## src/rtl/clk_div_pkg.sv

```systemverilog
// -----------------------------------------------------------------------------
// clk_div_pkg
// Shared definitions for the programmable clock divider.
//   RATIO_W_DEF : default width of the ratio input and internal counter
//   BYPASS_MAX  : largest ratio that selects bypass (the reference passes through)
//   ratio_t     : ratio type at the default width
//   half_hi(n)  : ceil(n/2), the number of ref cycles pos_q stays high per period
// -----------------------------------------------------------------------------
package clk_div_pkg;

  localparam int unsigned RATIO_W_DEF = 8;
  localparam int unsigned BYPASS_MAX  = 1;

  typedef logic [RATIO_W_DEF-1:0] ratio_t;

  // Evaluated in 32 bits so N = 2^RATIO_W-1 cannot overflow the +1.
  function automatic logic [31:0] half_hi(input logic [31:0] n);
    return (n + 32'd1) >> 1;
  endfunction

endpackage

```

## src/rtl/clk_div_ratio_shadow.sv

```systemverilog
// -----------------------------------------------------------------------------
// clk_div_ratio_shadow
// Holds a requested ratio and moves it into the active ratio only at an
// output-period boundary supplied by the divider core.
//
// Load/ack handshake: load is a one-cycle strobe with no back-pressure; the
// shadow always accepts it and a later load overwrites an earlier one that
// has not yet been applied. ack pulses high for exactly one cycle, starting
// on the edge where the shadow value becomes active.
//
// Ports:
//   clk, rst_n    : reference clock, asynchronous active-low reset
//   load          : strobe, captures ratio_in into the shadow
//   ratio_in      : requested ratio
//   boundary      : high when the core may switch ratio on this edge
//   active_ratio  : ratio currently in use
//   next_ratio    : ratio in use after this edge
//   apply         : the shadow is copied to the active ratio on this edge
//   pending       : a shadow value is waiting to be applied
//   shadow_ratio  : the waiting value
//   ack           : registered one-cycle acknowledge
// -----------------------------------------------------------------------------
module clk_div_ratio_shadow
  import clk_div_pkg::*;
#(
  parameter int unsigned RATIO_W       = RATIO_W_DEF,
  parameter int unsigned DEFAULT_RATIO = 4
) (
  input  logic               clk,
  input  logic               rst_n,
  input  logic               load,
  input  logic [RATIO_W-1:0] ratio_in,
  input  logic               boundary,
  output logic [RATIO_W-1:0] active_ratio,
  output logic [RATIO_W-1:0] next_ratio,
  output logic               apply,
  output logic               pending,
  output logic [RATIO_W-1:0] shadow_ratio,
  output logic               ack
);

  localparam logic [RATIO_W-1:0] RATIO_RST = RATIO_W'(DEFAULT_RATIO);

  logic [RATIO_W-1:0] shadow_q, shadow_d;
  logic [RATIO_W-1:0] active_q, active_d;
  logic               pending_q, pending_d;
  logic               ack_q, ack_d;

  always_comb begin
    // The copy decision uses the pending flag from before this edge, so a
    // load landing on a boundary edge waits for the following boundary.
    apply     = pending_q & boundary;
    shadow_d  = load ? ratio_in : shadow_q;
    pending_d = load | (pending_q & ~apply);
    active_d  = apply ? shadow_q : active_q;
    ack_d     = apply;
  end

  always_ff @(posedge clk or negedge rst_n) begin
    if (!rst_n) begin
      shadow_q  <= RATIO_RST;
      active_q  <= RATIO_RST;
      pending_q <= 1'b0;
      ack_q     <= 1'b0;
    end else begin
      shadow_q  <= shadow_d;
      active_q  <= active_d;
      pending_q <= pending_d;
      ack_q     <= ack_d;
    end
  end

  assign active_ratio = active_q;
  assign next_ratio   = active_d;
  assign pending      = pending_q;
  assign shadow_ratio = shadow_q;
  assign ack          = ack_q;

endmodule

```

## src/rtl/clock_divider_prog.sv

```systemverilog
// -----------------------------------------------------------------------------
// clock_divider_prog
// Runtime-programmable integer clock divider with 50% duty for even and odd
// ratios. Ratios 0 and 1 pass the reference clock through (gated by enable).
// New ratios are taken at output-period boundaries only.
//
// Ports:
//   I_ref_clk    : reference clock
//   I_rst_n      : asynchronous active-low reset
//   I_clk_en     : divider enable; low forces the output low
//   I_div_ratio  : requested ratio N
//   I_ratio_load : one-cycle strobe capturing I_div_ratio
//   O_div_clk    : divided or bypassed clock
//   O_ratio_ack  : one-cycle pulse when a loaded ratio becomes active
//   O_tick       : one-cycle pulse on the first ref cycle of each output period
// -----------------------------------------------------------------------------
module clock_divider_prog
  import clk_div_pkg::*;
#(
  parameter int unsigned RATIO_W       = RATIO_W_DEF,
  parameter int unsigned DEFAULT_RATIO = 4
) (
  input  logic               I_ref_clk,
  input  logic               I_rst_n,
  input  logic               I_clk_en,
  input  logic [RATIO_W-1:0] I_div_ratio,
  input  logic               I_ratio_load,
  output logic               O_div_clk,
  output logic               O_ratio_ack,
  output logic               O_tick
);

  localparam logic [RATIO_W-1:0] BYP_LIMIT   = RATIO_W'(BYPASS_MAX);
  localparam logic               BYP_SEL_RST = (DEFAULT_RATIO <= BYPASS_MAX);

  logic [RATIO_W-1:0] cnt_q, cnt_d;
  logic               en_q, en_d;
  logic               pos_q, pos_d;
  logic               neg_q, neg_d;
  logic               byp_sel_q, byp_sel_d;

  logic [RATIO_W-1:0] active_ratio;
  logic [RATIO_W-1:0] next_ratio;
  logic [RATIO_W-1:0] shadow_ratio;
  logic               apply;
  logic               pending;
  logic               ratio_ack;

  logic               bypass_now;
  logic               bypass_next;
  logic               pend_to_div;
  logic               wrap;
  logic               boundary;
  logic               div_out;

  clk_div_ratio_shadow #(
    .RATIO_W       (RATIO_W),
    .DEFAULT_RATIO (DEFAULT_RATIO)
  ) u_shadow (
    .clk          (I_ref_clk),
    .rst_n        (I_rst_n),
    .load         (I_ratio_load),
    .ratio_in     (I_div_ratio),
    .boundary     (boundary),
    .active_ratio (active_ratio),
    .next_ratio   (next_ratio),
    .apply        (apply),
    .pending      (pending),
    .shadow_ratio (shadow_ratio),
    .ack          (ratio_ack)
  );

  always_comb begin
    bypass_now  = (active_ratio <= BYP_LIMIT);
    bypass_next = (next_ratio <= BYP_LIMIT);
    pend_to_div = pending & (shadow_ratio > BYP_LIMIT);
    wrap        = en_q & ~bypass_now & (cnt_q == active_ratio - RATIO_W'(1));
    // While disabled or bypassing there is no period in flight, so any edge
    // is a boundary.
    boundary    = ~en_q | bypass_now | wrap;
  end

  always_comb begin
    en_d  = I_clk_en;
    cnt_d = '0;
    pos_d = 1'b0;
    if (I_clk_en && !bypass_next) begin
      // Start-up, ratio change and wrap all begin a fresh period at count 0.
      if (en_q && !apply && !wrap) begin
        cnt_d = cnt_q + RATIO_W'(1);
      end
      pos_d = (32'(cnt_d) < half_hi(32'(next_ratio)));
    end
  end

  always_comb begin
    neg_d = pos_q;
    // The bypass path is switched on the falling ref edge so the select never
    // moves while the reference is high. It is dropped as soon as a divide
    // ratio is waiting, letting the final bypass pulse finish cleanly before
    // the divider takes over.
    byp_sel_d = bypass_now & ~pend_to_div;
  end

  always_ff @(posedge I_ref_clk or negedge I_rst_n) begin
    if (!I_rst_n) begin
      cnt_q <= '0;
      en_q  <= 1'b0;
      pos_q <= 1'b0;
    end else begin
      cnt_q <= cnt_d;
      en_q  <= en_d;
      pos_q <= pos_d;
    end
  end

  // Falling-edge flops: neg_q supplies the extra half cycle for odd ratios.
  always_ff @(negedge I_ref_clk or negedge I_rst_n) begin
    if (!I_rst_n) begin
      neg_q     <= 1'b0;
      byp_sel_q <= BYP_SEL_RST;
    end else begin
      neg_q     <= neg_d;
      byp_sel_q <= byp_sel_d;
    end
  end

  always_comb begin
    // Odd ratios: pos_q AND its half-cycle-late copy trims the high phase
    // to N/2 ref cycles; pos_q is forced low in bypass so the OR is safe.
    div_out     = active_ratio[0] ? (pos_q & neg_q) : pos_q;
    O_div_clk   = (byp_sel_q & I_ref_clk & en_q) | div_out;
    O_tick      = en_q & (bypass_now | (cnt_q == '0));
    O_ratio_ack = ratio_ack;
  end

endmodule
```

## config.mk

```make
export PLATFORM = sky130hd
export DESIGN_NAME = clock_divider_prog
export DESIGN_NICKNAME = d
export VERILOG_FILES = /design/src/rtl/clk_div_pkg.sv /design/src/rtl/clk_div_ratio_shadow.sv /design/src/rtl/clock_divider_prog.sv
export SDC_FILE = /design/constraint.sdc
export NUM_CORES = 1
export LEC_CHECK = 0
export ABC_CLOCK_PERIOD_IN_PS = 3910
export BUFFER_PORTS_ARGS = -buffer_cell sky130_fd_sc_hd__clkbuf_2
export CORE_UTILIZATION = 53
export CTS_CLUSTER_DIAMETER = 120
export DETAILED_ROUTE_END_ITERATION = 12
export HOLD_SLACK_MARGIN = 0.08
export PLACE_DENSITY = 0.75
export SLEW_MARGIN = 20
export SYNTH_ARGS = -nofsm -noshare
export SYNTH_HDL_FRONTEND = slang
export SYNTH_HIERARCHICAL = 1
export SYNTH_SLANG_ARGS = --single-unit
```

## constraint.sdc

```tcl
create_clock -name I_ref_clk -period 3.91 [get_ports I_ref_clk]
set_input_delay 0.9775 -clock I_ref_clk [delete_from_list [all_inputs] [get_ports I_ref_clk]]
set_output_delay 0.9775 -clock I_ref_clk [all_outputs]
set_load 0.01 [all_outputs]
```

==> results.sh, run 1 <==
export IMPL_critPathTopFamily="flip-flops"
export IMPL_synth_area_um2=1883
export IMPL_drcViolationCount=0
export IMPL_crit_required_ps=2930
export IMPL_rsz0062_at_grt="yes"
export IMPL_multi_input_area_um2=1102
export IMPL_power_internal_mw=0.6023
export IMPL_switchingPower_mw=0.3397
export IMPL_clkLatencyLatePin_ps=440
export IMPL_final_max_slew_violation_count=0
export IMPL_p_per_area_nw_per_um2=436.2
export IMPL_setup_slack_ps=-102.1
export IMPL_post_route_cell_area_um2=2160
export IMPL_status="finished with violations"
export IMPL_dieArea_um2=3795
export IMPL_crit_type="flip-flop to primary output"
export IMPL_grt_usage_pct=26.01
export IMPL_avgSynthCellArea_um2=10.46
export IMPL_peakVddDrop_mv=0.1974
export IMPL_die_w_um=61.61
export IMPL_grt_pass1_wl_um=6727
export IMPL_setup_violations=3
export IMPL_critPathCaptureType="primary output"
export IMPL_worstPathMaxFanout=1
export IMPL_syn_inst=180
export IMPL_leakage_nw=0.9756
export IMPL_ys_seq_area_share_pct=40.00
export IMPL_crit_path_cell_trace="nand3_1 -> nand2_1 -> buf_2"
export IMPL_post_dp_cell_area_um2=2047
export IMPL_cp_arrival_ps=3030
export IMPL_ys_ff_latch=30
export IMPL_dpl_hpwl_um=3178
export IMPL_path_buf_inv=1
export IMPL_worst_path_max_delay_cell="dfrtn_1"
export IMPL_pwr_share_seq_pct=41.5
export IMPL_grt_max_degree=27
export IMPL_p_sw_share_pct=36.06
export IMPL_clock_skew_ps=4.351
export IMPL_synth_warnings=6
export IMPL_drive_gt1_share_pct=30.48
export IMPL_cts_tree="yes"
export IMPL_drt_total_wl_um=4196
export IMPL_layout_common_cells="dfrtp_1, nor2_1, xnor2_1, mux2_2"
export IMPL_antenna_left=0
export IMPL_p_clk_share_pct=26.1
export IMPL_first_pass_iters=4
export IMPL_setup_tns_ps=-102.1
export IMPL_startpoint_type="flip-flop"
export IMPL_drtIter0Drc=78
export IMPL_syn_to_final_growth_pct=14.68
export IMPL_synth_distinct_cells=37
export IMPL_worst_pin_slew_ps=506.0
export IMPL_violations="negative setup slack"
export IMPL_grt_pass1_vias=1433
export IMPL_via_per_inst=5.602
export IMPL_die_h_um=61.61
export IMPL_antenna_found_initial=0
export IMPL_n_antenna_cell=0
export IMPL_start_util_pct=55.99
export IMPL_seq_area_um2=753.2
export IMPL_pwr_share_comb_pct=32.5
export IMPL_path_clk_slew_ps=90
export IMPL_io_buffers=14
export IMPL_vias=1434
export IMPL_max_slew_margin_rel_pct=66.08
export IMPL_nFillCells=284
export IMPL_rows=21
export IMPL_cts_hold_buf=0
export IMPL_max_stage_delay_ps=400
export IMPL_drv_cap=0
export IMPL_hold_path_class="input port to asynchronous set/reset pin"
export IMPL_syn_nets=206
export IMPL_ioPinCount=15
export IMPL_grt_overflow=0
export IMPL_final_common_cell="dfrtp_1"
export IMPL_finalHoldViolations=0
export IMPL_place_congestion=0.8464
export IMPL_routedWlPerCell_um=16.39
export IMPL_final_net_count=235
export IMPL_core_area_um2=3363
## final timing paths
check                                         startpoint                        to  slack [ps]  cells after the start
worst min-delay path                             I_rst_n              u_shadow/ack         330                      1
min in group I_ref_clk          u_shadow/shadow_ratio[0]  u_shadow/shadow_ratio[0]         530                      1
worst min register to register  u_shadow/shadow_ratio[0]  u_shadow/shadow_ratio[0]         530                      1
worst max-delay path                           byp_sel_q                 O_div_clk        -100                      3
max in group asynchronous                        I_rst_n                 byp_sel_q        1570                      1
worst max register to register  u_shadow/active_ratio[2]                     neg_d          10                     16
## cells by family (layout without fill, tap and decap cells)
| family | Yosys count | in the layout | synth area share, % |
|---|---|---|---|
| flops | 30 | 30 | 40.00 |
| mux | 16 | 16 | 9.568 |
| compound gates | 15 | 15 | 6.445 |
| xor+xnor | 25 | 25 | 11.63 |
| fa+ha+maj | 14 | 14 | 9.302 |
| simple gates | 68 | 68 | 20.60 |
| buf+inv | 12 | 42 | 2.458 |
## sequential cells by signal, indices dropped and copies added (netlist names)
register               flops
u_shadow/shadow_ratio      8
u_shadow/pending           1
u_shadow/active_ratio      8
cnt_q                      8
en_q                       1
u_shadow/ack               1
byp_sel_q                  1
neg_d                      1
neg_q                      1
## power groups by stage
| stage | Sequential [mW] | Combinational [mW] | Clock (mW) |
|---|---|---|---|
| after detailed placement | 0.391 | 0.293 | 0.00327 |
| after CTS | 0.385 | 0.296 | 0.250 |
| after global routing | 0.395 | 0.337 | 0.275 |
| after floorplan | 0.388 | 0.205 | 0.00180 |
| after global placement | 0.391 | 0.276 | 0.00327 |
| final | 0.391 | 0.306 | 0.246 |
## layout make-up
type,instances,share of cell area [%]
Tap cell,46,2.665
Clock inverter,2,0.5794
Inverter,10,1.738
Sequential cell,30,34.88
Clock buffer,10,3.650
Timing Repair Buffer,20,5.446
Multi-Input combinational cell,138,51.04
## timing repair
action	4_1_cts	5_1_grt
pin swaps	4	1
resized for setup	1	5
setup endpoints to repair	4	4
setup buffers	1	0
## cell usage after synthesis
cell type | n | share of area (%)
nand2_4 | 1 | 0.60
dfrtn_1 | 2 | 2.7
xor2_1 | 8 | 3.7
o2111a_1 | 1 | 0.60
inv_1 | 10 | 2.0
dfstp_2 | 2 | 2.8
xnor2_1 | 17 | 7.9
mux2_2 | 16 | 9.6
buf_2 | 1 | 0.27
nand3_1 | 10 | 2.7
ha_1 | 14 | 9.3
nor2b_1 | 2 | 0.66
or4_1 | 1 | 0.40
a21o_1 | 3 | 1.2
nand2b_1 | 1 | 0.33
nor4_4 | 2 | 2.3
o21a_1 | 2 | 0.80
o21ai_0 | 2 | 0.53
nor3b_2 | 2 | 1.3
nor2_1 | 20 | 4.0
nor4_1 | 2 | 0.66
o211ai_1 | 1 | 0.40
nand3_2 | 1 | 0.53
o41a_1 | 1 | 0.60
nor3_1 | 4 | 1.1
o31ai_4 | 1 | 1.1
a21oi_1 | 3 | 0.80
nand4_1 | 2 | 0.66
o31ai_1 | 1 | 0.40
or2_2 | 1 | 0.33
nor3_2 | 1 | 0.53
buf_1 | 1 | 0.20
or4_4 | 1 | 0.60
and3_1 | 2 | 0.66
dfrtp_1 | 26 | 35
or4b_2 | 1 | 0.53
nand2_1 | 14 | 2.8
## metal layers
layer  global-route usage, %  part of all wire, %  vias to the layer above
li1                        -                    -                      677
met1                   33.56                   45                      713
met2                   39.94                   50                       39
met3                   9.454                  4.1                        5
met4                   10.16                  1.3                        0
met5                       0                    0                        -
## through the flow
| step | instances | setup slack (ps) | hold slack, ps | utilization [%] | total power, mW |
|---|---|---|---|---|---|
| floorplan | 180 | 281.8 | 476.6 | - | 0.5944 |
| global placement | 244 | 154.1 | 510.2 | 60.86 | 0.6697 |
| detailed placement | 244 | -36.24 | 511.2 | 60.86 | 0.6872 |
| CTS | 256 | -126.4 | 327.5 | 63.65 | 0.9302 |
| global route | 256 | -204.6 | 306.2 | 64.21 | 1.007 |
| finish | 256 | -102.1 | 326.6 | 64.21 | 0.9419 |
(Power assumes the default switching activity.)
==> run 2: changes to the inputs <==
- CORE_MARGIN: unset -> 4
- GPL_ROUTABILITY_DRIVEN: unset -> 0
==> run 2 against run 1 <==
Against the previous run: the run still ends with negative setup slack left; flip-flop and latch count did not move; cell count unchanged; critical path depth unchanged; routed wire length decreased by 1.2%; clock skew is 6.0 ps higher; sequential share of layout area shrank 0.71 points; sequential power about the same; clock power rose by 54%; non-clock buffer count did not move; largest cell class unchanged.
==> results.sh, run 2 (synthesis results as in run 1) <==
export IMPL_final_max_slew_violation_count=0
export IMPL_drcViolationCount=0
export IMPL_crit_path_cell_trace="nand3_1 -> nand2_1 -> buf_2"
export IMPL_dp_slack_ps=-112.9
export IMPL_io_buffers=14
export IMPL_power_mw=1.064
export IMPL_max_stage_delay_ps=400
export IMPL_finalHoldViolations=0
export IMPL_routedWlPerCell_um=16.19
export IMPL_grt_pass1_wl_um=7065
export IMPL_cp_arrival_ps=3050
export IMPL_core_area_um2=3390
export IMPL_drtIter0Drc=73
export IMPL_first_pass_iters=4
export IMPL_layout_common_cells="dfrtp_1, nor2_1, xnor2_1, nand2_1, ha_1"
export IMPL_violations="negative setup slack"
export IMPL_p_per_area_nw_per_um2=481.9
export IMPL_clkLatencyLatePin_ps=450
export IMPL_status="finished with violations"
export IMPL_cts_hold_buf=0
export IMPL_path_clk_slew_ps=90
export IMPL_worstPathMaxFanout=1
export IMPL_crit_required_ps=2930
export IMPL_drt_total_wl_um=4145
export IMPL_critPathTopFamily="flip-flops"
export IMPL_die_w_um=67.61
export IMPL_r2r_setup_slack_ps=20
export IMPL_drv_cap=0
export IMPL_grt_pass1_vias=1541
export IMPL_worst_path_max_delay_cell="dfrtn_1"
export IMPL_rsz0062_at_grt="yes"
export IMPL_leakage_nw=1.008
export IMPL_post_route_util_pct=65.15
export IMPL_max_slew_margin_rel_pct=66.40
export IMPL_setup_violations=3
export IMPL_startpoint_type="flip-flop"
export IMPL_drive_gt1_share_pct=30.48
export IMPL_r2r_start="u_shadow/active_ratio[3]"
export IMPL_n_antenna_cell=0
export IMPL_grt_max_degree=27
export IMPL_worst_pin_slew_ps=501.2
export IMPL_path_buf_inv=1
export IMPL_die_h_um=67.61
export IMPL_start_util_pct=55.56
export IMPL_crit_type="flip-flop to primary output"
export IMPL_clock_skew_ps=10.33
export IMPL_peakVddDrop_mv=0.2950
export IMPL_antenna_found_initial=0
export IMPL_grt_usage_pct=21.41
export IMPL_vias=1429
export IMPL_dieArea_um2=4570
export IMPL_r2r_end="neg_d"
export IMPL_final_net_count=235
export IMPL_via_per_inst=5.582
export IMPL_hold_path_class="input port to asynchronous set/reset pin"
export IMPL_setup_slack_ps=-114.2
export IMPL_syn_to_final_growth_pct=17.28
export IMPL_dpl_hpwl_um=3166
export IMPL_setup_tns_ps=-114.2
export IMPL_final_common_cell="dfrtp_1"
export IMPL_grt_overflow=0
export IMPL_hold_slack_ps=333.6
export IMPL_critPathCaptureType="primary output"
export IMPL_ff2ff_path_depth=16
export IMPL_antenna_left=0
export IMPL_cts_tree="yes"
export IMPL_rows=21
export IMPL_ioPinCount=15
## run 2: cell count changes in the layout (fill, tap and decap cells not counted), sizes merged
cell / previous run / this run
clkinvlp: 1 / 0
clkinv: 1 / 0
bufinv: 0 / 2
## run 2: final cells by class
class	instances	area, um^2
clock inverters	2	60.06
inverters	10	37.54
flip-flops and latches	30	754.5
multi-input cells	138	1102
well taps	46	57.56
repair buffers	20	117.6
clock buffers	10	78.83
fillers	268	1181
## run 2: worst max-delay path by stage
| stage | startpoint | endpoint | slack (ps) | cells past startpoint |
|---|---|---|---|---|
| 2_1_floorplan | u_shadow/active_ratio[3] | neg_d | 280 | 16 |
| 3_5_place_dp | u_shadow/active_ratio[3] | neg_d | -110 | 17 |
| 5_1_grt | byp_sel_q | O_div_clk | -170 | 3 |
| 4_1_cts | byp_sel_q | O_div_clk | -140 | 3 |
| 6_report | byp_sel_q | O_div_clk | -110 | 3 |
| 3_3_place_gp | u_shadow/active_ratio[3] | neg_d | 130 | 16 |
## run 2: stage by stage
stage	area, um^2	instances
final	2208	256
after global routing	2208	256
after CTS	2186	255
after detailed placement	2039	243
after global placement	2039	243
after floorplan	1883	180
## run 2: worst reg2reg max path, stage by stage (launching register included)
cell,delay (ps)
dfrtp_2,460
or4_4,570
nor4_4,180
xnor2_1,180
nand3_2,110
o211ai_1,200
buf_4,160
nand2_4,100
mux2_4,360
ha_1,230
nand3_1,130
xor2_1,210
ha_1,280
a21o_1,180
a21oi_1,180
o2111a_1,190
o21a_1,110
## run 2: routing by layer
| metal | wire length [um] | vias to the layer above | part of all wire [%] | global-route usage, % |
|---|---|---|---|---|
| met2 | 2019 | 41 | 49 | 34.51 |
| li1 | - | 681 | - | - |
| met5 | 0 | - | 0 | 0 |
| met3 | 215 | 8 | 5.2 | 6.656 |
| met1 | 1842 | 699 | 44 | 26.15 |
| met4 | 68 | 0 | 1.6 | 9.367 |
## run 2: power breakdown
| part | switching (mW) | total (mW) | internal [mW] |
|---|---|---|---|
| Clock | 0.127 | 0.379 | 0.252 |
| Sequential | 0.0411 | 0.389 | 0.348 |
| Combinational | 0.164 | 0.297 | 0.133 |
## run 2: what timing repair did
action	in CTS	in global routing
setup endpoints to repair	4	5
setup buffers	1	1
resized for setup	2	6
pin swaps	4	2
==> run 3: changes to the inputs <==
- SETUP_SLACK_MARGIN: unset -> 0.4
==> run 3 against run 2 <==
Against the previous run: the flow still finishes with violations (negative setup slack); core utilization up 3.1 points; critical path depth is the same; combinational power rose by 23%; non-clock buffer count grew 8; via count up 2.0%; worst hold slack got worse by 6.9 ps; clock power decreased by 20%; critical endpoint unchanged; largest power group unchanged; highest routed layer unchanged.
==> results.sh, run 3 (synthesis results as in run 1) <==
export IMPL_status="finished with violations"
export IMPL_violations="negative setup slack"
export IMPL_worstPathMaxFanout=1
export IMPL_antenna_found_initial=0
export IMPL_grt_pass1_wl_um=7079
export IMPL_max_stage_delay_ps=400
export IMPL_drcViolationCount=0
export IMPL_drive_gt1_share_pct=37.16
export IMPL_grt_pass1_vias=1522
export IMPL_final_max_slew_violation_count=0
export IMPL_p_per_area_nw_per_um2=455.0
export IMPL_final_common_cell="dfrtp_1"
export IMPL_worst_path_max_delay_cell="dfrtn_1"
export IMPL_start_util_pct=55.56
export IMPL_worst_pin_slew_ps=518.8
export IMPL_vias=1457
export IMPL_finalHoldViolations=0
export IMPL_grt_max_degree=28
export IMPL_critPathTopFamily="flip-flops"
export IMPL_clkLatencyLatePin_ps=450
export IMPL_drt_total_wl_um=4492
export IMPL_cts_hold_buf=0
export IMPL_crit_path_cell_trace="nand3_1 -> nand2_1 -> buf_2"
export IMPL_setup_tns_ps=-122.6
export IMPL_peakVddDrop_mv=0.2142
export IMPL_final_net_count=243
export IMPL_die_h_um=67.61
export IMPL_grt_usage_pct=21.86
export IMPL_dpl_hpwl_um=3145
export IMPL_r2r_start="u_shadow/active_ratio[0]"
export IMPL_die_w_um=67.61
export IMPL_crit_type="flip-flop to primary output"
export IMPL_nFillCells=244
export IMPL_startpoint_type="flip-flop"
export IMPL_seq_area_um2=754.5
export IMPL_core_area_um2=3390
export IMPL_n_antenna_cell=0
export IMPL_drv_cap=0
export IMPL_leakage_nw=1.045
export IMPL_r2r_end="neg_d"
export IMPL_routedWlPerCell_um=17.02
export IMPL_multi_input_area_um2=1162
export IMPL_max_slew_margin_rel_pct=65.22
export IMPL_clock_skew_ps=8.717
export IMPL_drtIter0Drc=105
export IMPL_ff2ff_path_depth=18
export IMPL_path_clk_slew_ps=80
export IMPL_path_buf_inv=1
export IMPL_rsz0062_at_grt="yes"
export IMPL_hold_path_class="input port to asynchronous set/reset pin"
export IMPL_antenna_left=0
export IMPL_post_route_util_pct=68.29
export IMPL_rows=21
export IMPL_first_pass_iters=4
export IMPL_grt_overflow=0
export IMPL_layout_common_cells="dfrtp_1, nor2_1, xnor2_1"
export IMPL_setup_slack_ps=-122.6
export IMPL_critPathCaptureType="primary output"
export IMPL_startpoint="byp_sel_q"
export IMPL_setup_violations=3
export IMPL_via_per_inst=5.519
export IMPL_cts_tree="yes"
export IMPL_r2r_setup_slack_ps=250
export IMPL_ioPinCount=15
export IMPL_syn_to_final_growth_pct=22.92
export IMPL_crit_required_ps=2930
export IMPL_dieArea_um2=4570
export IMPL_io_buffers=14
export IMPL_cp_arrival_ps=3060
run 3: changes by cell type in the layout (fill, tap and decap cells not counted), sizes merged:
cell    delta
bufinv     -1
clkbuf     +1
buf        +8
run 3: where the power goes:
group | internal (mW) | switching [mW]
Clock | 0.188 | 0.116
Combinational | 0.166 | 0.198
Sequential | 0.348 | 0.0383
Total | 0.702 | 0.352
run 3: metal layers:
metal,track usage (%),vias to the layer above,routed length [um]
li1,-,697,-
met1,25.86,710,1930
met2,34.63,37,2235
met3,6.489,13,177
met4,13.42,0,148
met5,0,-,0
run 3: worst max-delay path by stage:
| stage | cells after the start | slack [ps] | end |
|---|---|---|---|
| floorplan | 17 | 390 | neg_d |
| CTS | 3 | -140 | O_div_clk |
| global placement | 15 | 200 | neg_d |
| detailed placement | 15 | 110 | neg_d |
| global route | 3 | -160 | O_div_clk |
| finish | 3 | -120 | O_div_clk |
run 3: through the flow:
stage | total power [mW] | area, um^2 | hold slack [ps] | worst slack [ps] | cells
after floorplan | 0.6006 | 1899 | 480.8 | 391.2 | 180
after global placement | 0.6722 | 2056 | 523.1 | 202.4 | 243
after detailed placement | 0.6837 | 2056 | 510.5 | 109.9 | 243
after CTS | 1.027 | 2265 | 315.4 | -141.4 | 262
after global routing | 1.114 | 2315 | 311.1 | -160.9 | 264
final | 1.053 | 2315 | 326.7 | -122.6 | 264
run 3: final cells by class:
| cell class | instances | share of cell area (%) |
|---|---|---|
| Clock buffer | 11 | 3.568 |
| Timing Repair Buffer | 28 | 8.000 |
| Sequential cell | 30 | 32.59 |
| Tap cell | 46 | 2.486 |
| Inverter | 10 | 1.838 |
| Clock inverter | 1 | 1.297 |
| Multi-Input combinational cell | 138 | 50.22 |
run 3: repair_timing:
action | in CTS | in global routing
pin swaps | 20 | 6
setup endpoints to repair | 12 | 13
buffers inserted | 8 | 2
gates resized for setup | 14 | 9
run 3: worst register-to-register path: cells and delay by family (launching register included):
family | cells | cell delay, ps
xor+xnor | 2 | 290
compound gates | 5 | 840
simple gates | 5 | 790
fa+ha+maj | 3 | 670
buf+inv | 2 | 240
mux | 1 | 370
flops | 1 | 400
